[src/rtl/cpu_run_ctrl_pkg.sv]
// Shared encodings for the CPU run/halt sequencer: FSM states, halt word and dump index map.
package cpu_run_ctrl_pkg;

  localparam logic [1:0] StIdle = 2'd0;
  localparam logic [1:0] StRun  = 2'd1;
  localparam logic [1:0] StDump = 2'd2;
  localparam logic [1:0] StDone = 2'd3;

  localparam logic [31:0] HaltWordDefault = 32'hFFFF_FFFF;

  localparam int unsigned PcIdx      = 0;
  localparam int unsigned MemIdxBase = 1;

  typedef logic [6:0] dump_idx_t;

  // Register file words follow the PC word and the data-memory words.
  function automatic int unsigned reg_idx_base(input int unsigned mem_words);
    return mem_words + 1;
  endfunction

endpackage

[src/rtl/cpu_run_ctrl_dump_seq.sv]
// Architectural-state dump sequencer: index counter, debug address split, data mux, handshake.
module cpu_run_ctrl_dump_seq
  import cpu_run_ctrl_pkg::*;
#(
  parameter int unsigned MEM_WORDS = 32,
  parameter int unsigned REG_NUM   = 32
) (
  input  logic            clk_i,
  input  logic            rst_i,
  input  logic            active_i,
  input  logic            dump_ready_i,
  input  logic [31:0]     pc_latch_i,
  input  logic [31:0]     mem_rdata_i,
  input  logic [31:0]     reg_rdata_i,
  output logic [31:0]     dump_data_o,
  output dump_idx_t       dump_idx_o,
  output logic            dump_last_o,
  output logic [4:0]      dbg_mem_addr_o,
  output logic [4:0]      dbg_reg_addr_o,
  output logic            last_fire_o
);

  localparam dump_idx_t  LastIdx   = dump_idx_t'(MEM_WORDS + REG_NUM);
  localparam dump_idx_t  RegBase   = dump_idx_t'(reg_idx_base(MEM_WORDS));
  localparam logic [4:0] MemBaseLo = 5'(MemIdxBase);
  localparam logic [4:0] RegBaseLo = 5'(reg_idx_base(MEM_WORDS));

  dump_idx_t idx;
  logic      at_last;

  assign at_last = (idx == LastIdx);

  // Index parks at the last word so the final handshake never overruns it.
  always_ff @(posedge clk_i) begin
    if (rst_i || !active_i) begin
      idx <= '0;
    end else if (dump_ready_i && !at_last) begin
      idx <= idx + dump_idx_t'(1);
    end
  end

  always_comb begin
    dump_data_o    = '0;
    dbg_mem_addr_o = '0;
    dbg_reg_addr_o = '0;
    if (active_i) begin
      dbg_mem_addr_o = idx[4:0] - MemBaseLo;
      dbg_reg_addr_o = idx[4:0] - RegBaseLo;
      if (idx == dump_idx_t'(PcIdx)) begin
        dump_data_o = pc_latch_i;
      end else if (idx < RegBase) begin
        dump_data_o = mem_rdata_i;
      end else begin
        dump_data_o = reg_rdata_i;
      end
    end
  end

  assign dump_idx_o  = idx;
  assign dump_last_o = active_i && at_last;
  assign last_fire_o = active_i && at_last && dump_ready_i;

endmodule

[src/rtl/cpu_run_ctrl.sv]
// Run/halt sequencer for the single-cycle CPU: run gating, halt/timeout detection, state dump.
module cpu_run_ctrl
  import cpu_run_ctrl_pkg::*;
#(
  parameter int unsigned MEM_WORDS  = 32,
  parameter int unsigned REG_NUM    = 32,
  parameter int unsigned MAX_CYCLES = 200,
  parameter logic [31:0] HALT_WORD  = HaltWordDefault
) (
  input  logic        clk_i,
  input  logic        rst_i,
  input  logic        start_i,
  input  logic [31:0] instr_i,
  input  logic [31:0] pc_i,
  output logic        run_o,
  output logic        halted_o,
  output logic        timeout_o,
  output logic [15:0] cycle_cnt_o,
  output logic [4:0]  dbg_mem_addr_o,
  output logic [4:0]  dbg_reg_addr_o,
  input  logic [31:0] mem_rdata_i,
  input  logic [31:0] reg_rdata_i,
  output logic        dump_valid_o,
  input  logic        dump_ready_i,
  output logic [31:0] dump_data_o,
  output logic [6:0]  dump_idx_o,
  output logic        dump_last_o,
  output logic        done_o
);

  localparam logic [15:0] BudgetLast = 16'(MAX_CYCLES - 1);

  logic [1:0]  state;
  logic [15:0] cycle_cnt;
  logic        halted;
  logic        timeout;
  logic [31:0] pc_latch;
  logic        is_halt;
  logic        budget_hit;
  logic        last_fire;

  assign is_halt    = (instr_i == HALT_WORD);
  assign budget_hit = (cycle_cnt == BudgetLast);

  always_ff @(posedge clk_i) begin
    if (rst_i) begin
      state     <= StIdle;
      cycle_cnt <= '0;
      halted    <= 1'b0;
      timeout   <= 1'b0;
      pc_latch  <= '0;
    end else begin
      case (state)
        StIdle: begin
          if (start_i) begin
            state     <= StRun;
            cycle_cnt <= '0;
          end
        end
        StRun: begin
          // Halt takes precedence when it coincides with budget exhaustion.
          if (is_halt) begin
            pc_latch <= pc_i;
            halted   <= 1'b1;
            state    <= StDump;
          end else if (budget_hit) begin
            pc_latch <= pc_i;
            timeout  <= 1'b1;
            state    <= StDump;
          end else begin
            cycle_cnt <= cycle_cnt + 16'd1;
          end
        end
        StDump: begin
          if (last_fire) begin
            state <= StDone;
          end
        end
        default: state <= state;
      endcase
    end
  end

  assign run_o        = (state == StRun) && !is_halt && !budget_hit;
  assign dump_valid_o = (state == StDump);
  assign done_o       = (state == StDone);
  assign halted_o     = halted;
  assign timeout_o    = timeout;
  assign cycle_cnt_o  = cycle_cnt;

  cpu_run_ctrl_dump_seq #(
    .MEM_WORDS (MEM_WORDS),
    .REG_NUM   (REG_NUM)
  ) u_dump_seq (
    .clk_i          (clk_i),
    .rst_i          (rst_i),
    .active_i       (dump_valid_o),
    .dump_ready_i   (dump_ready_i),
    .pc_latch_i     (pc_latch),
    .mem_rdata_i    (mem_rdata_i),
    .reg_rdata_i    (reg_rdata_i),
    .dump_data_o    (dump_data_o),
    .dump_idx_o     (dump_idx_o),
    .dump_last_o    (dump_last_o),
    .dbg_mem_addr_o (dbg_mem_addr_o),
    .dbg_reg_addr_o (dbg_reg_addr_o),
    .last_fire_o    (last_fire)
  );

endmodule
[config.mk]
export PLATFORM = sky130hd
export DESIGN_NAME = cpu_run_ctrl
export DESIGN_NICKNAME = d
export VERILOG_FILES = /design/src/rtl/cpu_run_ctrl_pkg.sv /design/src/rtl/cpu_run_ctrl_dump_seq.sv /design/src/rtl/cpu_run_ctrl.sv
export SDC_FILE = /design/constraint.sdc
export NUM_CORES = 1
export LEC_CHECK = 0
export CAP_MARGIN = 20
export CORE_MARGIN = 1.5
export CORE_UTILIZATION = 23
export CTS_CLUSTER_SIZE = 14
export DETAILED_ROUTE_END_ITERATION = 16
export GPL_ROUTABILITY_DRIVEN = 0
export GPL_TIMING_DRIVEN = 1
export HOLD_SLACK_MARGIN = 0.03
export PLACE_DENSITY_LB_ADDON = 0.05
export SKIP_LAST_GASP = 1
export SYNTH_ARGS = -nofsm -noshare
export SYNTH_HDL_FRONTEND = slang
export SYNTH_SLANG_ARGS = --single-unit
[constraint.sdc]
create_clock -name clk_i -period 4.4 [get_ports clk_i]
set_input_delay 0.66 -clock clk_i [delete_from_list [all_inputs] [get_ports clk_i]]
set_output_delay 0.66 -clock clk_i [all_outputs]
set_load 0.02 [all_outputs]
==> results of run 1 <==
metrics by stage:
step / instance area, sq um / worst slack, ns
after detailed placement: 5670 / 1.05
after global placement: 5650 / 1.07
after CTS: 5970 / 0.687
after floorplan: 3500 / 1.67
final: 5970 / 0.712
after global routing: 5970 / 0.562
layout make-up:
class                           instances  area [sq um]
Clock buffer                           13           260
Clock inverter                          2          35.0
Fill cell                            1512          8730
Inverter                               13          48.8
Multi-Input combinational cell        361          2120
Sequential cell                        59          1180
Tap cell                              184           230
Timing Repair Buffer                  208          2090
routing by layer:
layer | up-vias | share of wire, %
li1 | 2014 | -
met1 | 1803 | 45
met2 | 107 | 49
met3 | 19 | 4.2
met4 | 0 | 1.9
met5 | - | 0
how the worst max path moves through the flow:
stage                                  start               to  slack [ns]  depth (start not counted)
floorplan           u_dump_seq.dump_idx_o[2]  dump_data_o[10]        1.67                          7
global placement                 instr_i[11]      pc_latch[2]        1.07                          7
detailed placement               instr_i[30]            run_o        1.05                          5
CTS                 u_dump_seq.dump_idx_o[2]  dump_data_o[10]        0.69                          7
global route        u_dump_seq.dump_idx_o[2]  dump_data_o[10]        0.56                          7
finish              u_dump_seq.dump_idx_o[2]   dump_data_o[0]        0.71                          7
placed cells by master (no fill, tap or decap), drive strengths merged, types with 2 or more instances in the layout:
cell type,instances
clkdlybuf4s50,201
nand2,84
a21oi,82
dfxtp,59
o21ai,44
mux2i,34
nor2,27
nand4,13
inv,13
clkbuf,13
nand3,12
ha,9
buf,7
or3,6
nor3,4
xor2,4
a31oi,4
nor4,4
a211oi,4
xnor2,3
and3,3
nand2b,3
and2,3
or4,3
nand4b,2
a41oi,2
or4b,2
logic make-up (layout without fill, tap and decap cells):
logic type	count (synthesis)	in the layout
mux	35	35
compound gates	140	140
xor+xnor	7	7
buf+inv	47	236
fa+ha+maj	9	9
flops	59	59
simple gates	170	170
power breakdown:
part | switching [mW] | total, mW | internal [mW] | leakage [nW]
logic | 0.282 | 0.544 | 0.262 | 1.64
registers | 0.0131 | 0.559 | 0.546 | 0.475
clock network | 0.241 | 0.706 | 0.465 | 0.146
total | 0.535 | 1.81 | 1.27 | 2.26
worst register-to-register path, stage by stage (launching register included):
cell	delay, ns
dfxtp_1	0.33
inv_1	0.10
ha_1	0.41
or4b_2	0.62
nor4_1	0.21
nor2_1	0.17
a21oi_2	0.37
a21oi_1	0.08
o21ai_0	0.15
state kept, by name, indices dropped and copies added (netlist names):
register	cells
state	2
timeout_o	1
u_dump_seq.dump_idx_o	7
pc_latch	32
halted_o	1
cycle_cnt_o	16
==> summary.md, run 1 <==
| Metric | Value |
|---|---|
| Result of the run | completed |
| Number of nets in the layout | 793 |
| Min-Delay Endpoint | halted_o |
| Die Footprint | 0.0159 sq mm |
| Post-detailed-routing wire length | 13200 microns |
| Via count of the first global-routing pass | 4015 |
| Relative slew slack | 42.9% |
| Hold path startpoint | halted_o |
| Synth cell types | 43 |
| Wire length per cell after detailed routing | 15.7 microns |
| Post-Synthesis Cell Area | 0.00350 sq mm |
| Most instantiated library cell after synthesis | nand2_1 |
| Portion of synthesized cell area occupied by the leading cell type | 33.8% |
| Hold Path Stages | 2 |
| Setup repair after global routing missed its margin | no |
| Count of non-filler cells in the finished layout | 840 |
| Critical path class | reg -> out |
| All-layer global routing usage | 16.4% |
| Post-Syn Area per Cell | 7.49 sq um |
| Dominant combinational cell family by area after synthesis | simple AND/OR/NAND/NOR gates |
| Cell row count | 44 |
| 1st-iter DRT viols | 172 |
| TritonCTS clock tree | done |
| X dimension of the die | 126 microns |
| Area inside the core boundary | 0.0147 sq mm |
| Final TNS setup | 0 ns |
| Total overflow reported by the global router | 0 |
| Critical path buffers and inverters | 2 |
| Post-route total power | 1.81 mW |
| Mapped Cells | 467 |
| Count of yosys warnings during synthesis | 0 |
| End of the worst register-to-register path | cycle_cnt_o[13] |
| Crit end category | output port |
| Global-route track usage on met3 | 3.10% |
| Number of failing hold endpoints at the final stage | 0 |
| Final Critical Period | 3.69 ns |
| Synthesized netlist net count | 608 |
| Arrival time of data at the critical path endpoint | 3.03 ns |
| Number of buffers added by the clock tree synthesis step | 9 |
| Via count normalized by instance count | 4.69 |
| Number of gates resized after CTS | 0 |
| Register-to-register path setup slack | 1.88 ns |
| Setup repair bufs after CTS | 0 |
| Buffer depth of the longest clock path | 2 |
| Slew at the pin with the worst max-slew slack | 0.833 ns |
| Ant diodes | 0 |
| Via total after detailed routing | 3943 |
| Biggest area contributors in the synthesized netlist | dfxtp_1 (34%), a21oi_1 (11%), mux2i_1 (9.7%), nand2_1 (9.0%), o21ai_0 (6.3%) |
| Skew final | 0.00760 ns |
| H-tree levels | 3 |
| Final standard cell utilization of the core | 40.6% |
| Top Usage Layer GRT | met2 |
| Worst reg2reg startpoint | state[1] |
| Inst Count DP | 825 |
| Fin crit share | 83.8% |
| Post-synthesis xor/xnor area fraction | 1.75% |
| Ports | 203 |
| Achievable Freq | 0.271 GHz |
| Critical-path cell with the highest stage delay | clkdlybuf4s50_1 |
| Fraction of the mapped netlist area in compound gates | 21.9% |
| Mux cell area share after synthesis | 10.1% |
| Layout cell share with drive strength beyond 1 | 4.88% |
| Number of synthesized flops with an enable pin | 0 |
| Count of buffers inserted at the top-level ports | 202 |
| Total of hold buffers inserted after clock tree synthesis | 0 |
| Master cell of the clock root buffer | clkbuf_16 |
| FFs w/ async S/R, synth | 0% |
| Drt pass-1 iters | 6 |
| Slowest cell delay on critical path | 0.62 ns |
| CP cell instances | nor3_1 -> nand3_1 -> a21oi_4 -> buf_12 -> mux2i_1 -> a21oi_1 -> clkdlybuf4s50_1 |
| Cells on worst reg2reg path | 8 |
| Number of antenna violations at the first check in global routing | 0 |
| Count of nets left with antenna violations after detail routing | 0 |
| GRT met2 Usage | 28.4% |
| Yosys reg bits | 59 |
| CP delay by family, top | buffers and inverters |
| Simple-gate portion of the synthesized area | 23.2% |
| Worst endpoint required time | 3.74 ns |
| Sinks on Clock Net | 59 |
| Die Height | 126 microns |
| Most common library cells after synthesis | nand2_1 (84), a21oi_1 (80), dfxtp_1 (59), o21ai_0 (44), mux2i_1 (34) |
| Commonest register cell after synthesis | dfxtp_1 |
| Maximum number of pins on one net before global-route repair | 65 |
| Number of design rule violations left after detail routing | 0 |
| Max VDD drop | 0.000149 V |
| Maximum fanout encountered on the critical timing path | 19 |
| Sum of net half-perimeters after detailed placement | 9740 microns |
| Clock Latency Late Sink | 0.33 ns |
| Setup crit start kind | flop |
| Largest area contributor in the synthesized netlist | dfxtp_1 |
| Met1 routing resource usage after global routing | 20.2% |
| Leakage component of the power | 2.26 nW |
| Setup-failing EPs final | 0 |
| Max Cap Violations | 0 |
| Hold WS | 0.446 ns |
| Clock transition at the register clock pins on the worst setup and hold paths after CTS | 0.05 ns |
| Tightest Hold Check Type | reg -> reg |
| Total power divided by cell area | 303 mW/mm^2 |
| Adder-cell share of the synthesized area | 3.22% |
| Register area share after synthesis | 33.8% |
| Max-slew violation total from the final report | 0 |
| Initial standard-cell utilization of the core | 23.8% |
| Layout-stage area growth over the synthesis result | 70.7% |
| Global-route wire length before repair | 20800 microns |
Note: power is estimated with default switching activity, not from simulation.
==> inputs of run 2 (changes only) <==
==> constraint.sdc (replaced) <==
create_clock -name clk_i -period 3.48 [get_ports clk_i]
set_input_delay 0.522 -clock clk_i [delete_from_list [all_inputs] [get_ports clk_i]]
set_output_delay 0.522 -clock clk_i [all_outputs]
set_load 0.02 [all_outputs]
==> summary.md, run 2 (synthesis results as in run 1) <==
| Metric | Value |
|---|---|
| Result of the run | completed |
| Number of design rule violations left after detail routing | 0 |
| Reg with most FFs | pc_latch |
| Number of nets in the layout | 796 |
| Master cell of the clock root buffer | clkbuf_16 |
| Arrival time of data at the critical path endpoint | 2.74 ns |
| Sinks on Clock Net | 59 |
| Final Critical Period | 3.26 ns |
| Ports | 203 |
| Setup repair after global routing missed its margin | no |
| Worst slack, placed | 0.314 ns |
| Post-detailed-routing wire length | 13000 microns |
| Total power divided by cell area | 382 mW/mm^2 |
| Cell row count | 44 |
| Total of hold buffers inserted after clock tree synthesis | 0 |
| Via total after detailed routing | 3993 |
| Count of nets left with antenna violations after detail routing | 0 |
| Count of non-filler cells in the finished layout | 843 |
| Layout-stage area growth over the synthesis result | 71.9% |
| Relative slew slack | 59.2% |
| Fill cells | 1518 |
| Crit end category | output port |
| Wire length the detailed router placed on met1 | 5940 microns |
| Met3 routed WL | 571 microns |
| 1st-iter DRT viols | 143 |
| Setup repair bufs after CTS | 0 |
| Clock Latency Late Sink | 0.33 ns |
| Detailed-routed wire length on met2 | 6340 microns |
| Via count normalized by instance count | 4.74 |
| Min-Delay Endpoint | halted_o |
| Cells on worst reg2reg path | 9 |
| Number of flip-flops in the largest register | 32 |
| Leakage component of the power | 2.28 nW |
| Maximum number of pins on one net before global-route repair | 50 |
| Total area of multi-input combinational cells | 0.00213 sq mm |
| Final TNS setup | 0 ns |
| H-tree levels | 3 |
| Slew at the pin with the worst max-slew slack | 0.606 ns |
| Critical path class | reg -> out |
| Count of buffers inserted at the top-level ports | 202 |
| Setup-failing EPs final | 0 |
| Max-slew violation total from the final report | 0 |
| Critical-path cell with the highest stage delay | clkdlybuf4s50_1 |
| Most frequent cells in the layout | clkdlybuf4s50_1 (201), nand2_1 (84), a21oi_1 (79), dfxtp_1 (59), o21ai_0 (44) |
| Maximum fanout encountered on the critical timing path | 49 |
| All-layer global routing usage | 16.2% |
| Setup crit start kind | flop |
| CP cell instances | inv_1 -> ha_1 -> nand4bb_4 -> buf_6 -> o21ai_0 -> a21oi_1 -> clkdlybuf4s50_1 |
| Achievable Freq | 0.307 GHz |
| TritonCTS clock tree | done |
| Number of antenna violations at the first check in global routing | 0 |
| Max VDD drop | 0.000198 V |
| Die Height | 126 microns |
| Worst endpoint required time | 2.96 ns |
| End of the worst register-to-register path | cycle_cnt_o[13] |
| Hold Path Stages | 2 |
| Inst Count DP | 827 |
| Register-to-register path setup slack | 1.05 ns |
| Fin crit share | 93.6% |
| Hold path startpoint | halted_o |
| Max Cap Violations | 0 |
| Skew final | 0.00489 ns |
| Layout cell share with drive strength beyond 1 | 5.46% |
| Number of buffers added by the clock tree synthesis step | 9 |
| Worst reg2reg startpoint | state[1] |
| Clock transition at the register clock pins on the worst setup and hold paths after CTS | 0.05 ns |
| Register area | 0.00118 sq mm |
| Global-route wire length before repair | 20400 microns |
| Via count of the first global-routing pass | 3898 |
| Most common cell after layout, fill and taps aside | clkdlybuf4s50_1 |
| Ant diodes | 0 |
| X dimension of the die | 126 microns |
| Wire length per cell after detailed routing | 15.5 microns |
| Area inside the core boundary | 0.0147 sq mm |
| Slowest cell delay on critical path | 0.62 ns |
| Final worst slack | 0.222 ns |
| Highest metal layer used by the detailed router | met4 |
| Number of failing hold endpoints at the final stage | 0 |
| Initial standard-cell utilization of the core | 23.8% |
| Drt pass-1 iters | 6 |
| Buffer depth of the longest clock path | 2 |
| Sum of net half-perimeters after detailed placement | 9560 microns |
| Total overflow reported by the global router | 0 |
| Die Footprint | 0.0159 sq mm |
| Tightest Hold Check Type | reg -> reg |
## run 2: power breakdown
part / internal (mW) / switching, mW / leakage, nW
Clock: 0.588 / 0.300 / 0.146
Combinational: 0.344 / 0.356 / 1.66
Sequential: 0.690 / 0.0164 / 0.475
Total: 1.62 / 0.672 / 2.28
## run 2: cell type report
type	instances	area share [%]
Multi-Input combinational cell	361	35.5
Timing Repair Buffer	211	35.3
Sequential cell	59	19.7
Clock buffer	13	4.33
Tap cell	184	3.83
Inverter	13	0.812
Clock inverter	2	0.583
## run 2: how the worst max path moves through the flow
stage,start,endpoint,slack [ns],depth (start not counted)
CTS,u_dump_seq.dump_idx_o[2],dump_data_o[11],0.07,6
floorplan,u_dump_seq.dump_idx_o[2],dump_data_o[10],0.89,7
detailed placement,instr_i[15],pc_latch[17],0.31,7
global placement,instr_i[10],pc_latch[2],0.35,7
finish,u_dump_seq.dump_idx_o[0],dump_data_o[11],0.22,7
global route,u_dump_seq.dump_idx_o[0],dump_data_o[11],0.04,7
## run 2: repair_timing
action / in CTS / in global routing
gates cloned: 0 / 0
endpoints found under the hold margin: 0 / 0
pin swaps: 0 / 0
setup endpoints to repair: 4 / 19
gates resized for setup: 1 / 2
## run 2: worst max-delay path, delay by kind of cell, from the launching register on
kind	cells	cell delay (ns)
AO/OA/AOI/OAI	2	0.34
adder cells (fa/ha/maj)	1	0.27
buffers and inverters	3	1.10
flip-flops	1	0.43
AND/OR/NAND/NOR	1	0.22
## run 2: per-stage QoR
stage	hold WS (ns)	total power, mW	cell area [sq um]	utilization [%]
final	0.443	2.29	6010	40.9
after global routing	0.466	2.42	6010	40.9
after CTS	0.447	2.34	5970	40.6
after detailed placement	0.439	1.43	5670	38.6
after global placement	0.438	1.42	5670	38.6
after floorplan	0.433	1.10	3500	-
## run 2: per-layer routing
layer | vias up | global-route usage [%]
met5 | - | 0
li1 | 2029 | -
met2 | 107 | 27.6
met1 | 1845 | 20.6
met3 | 12 | 3.19
met4 | 0 | 5.48
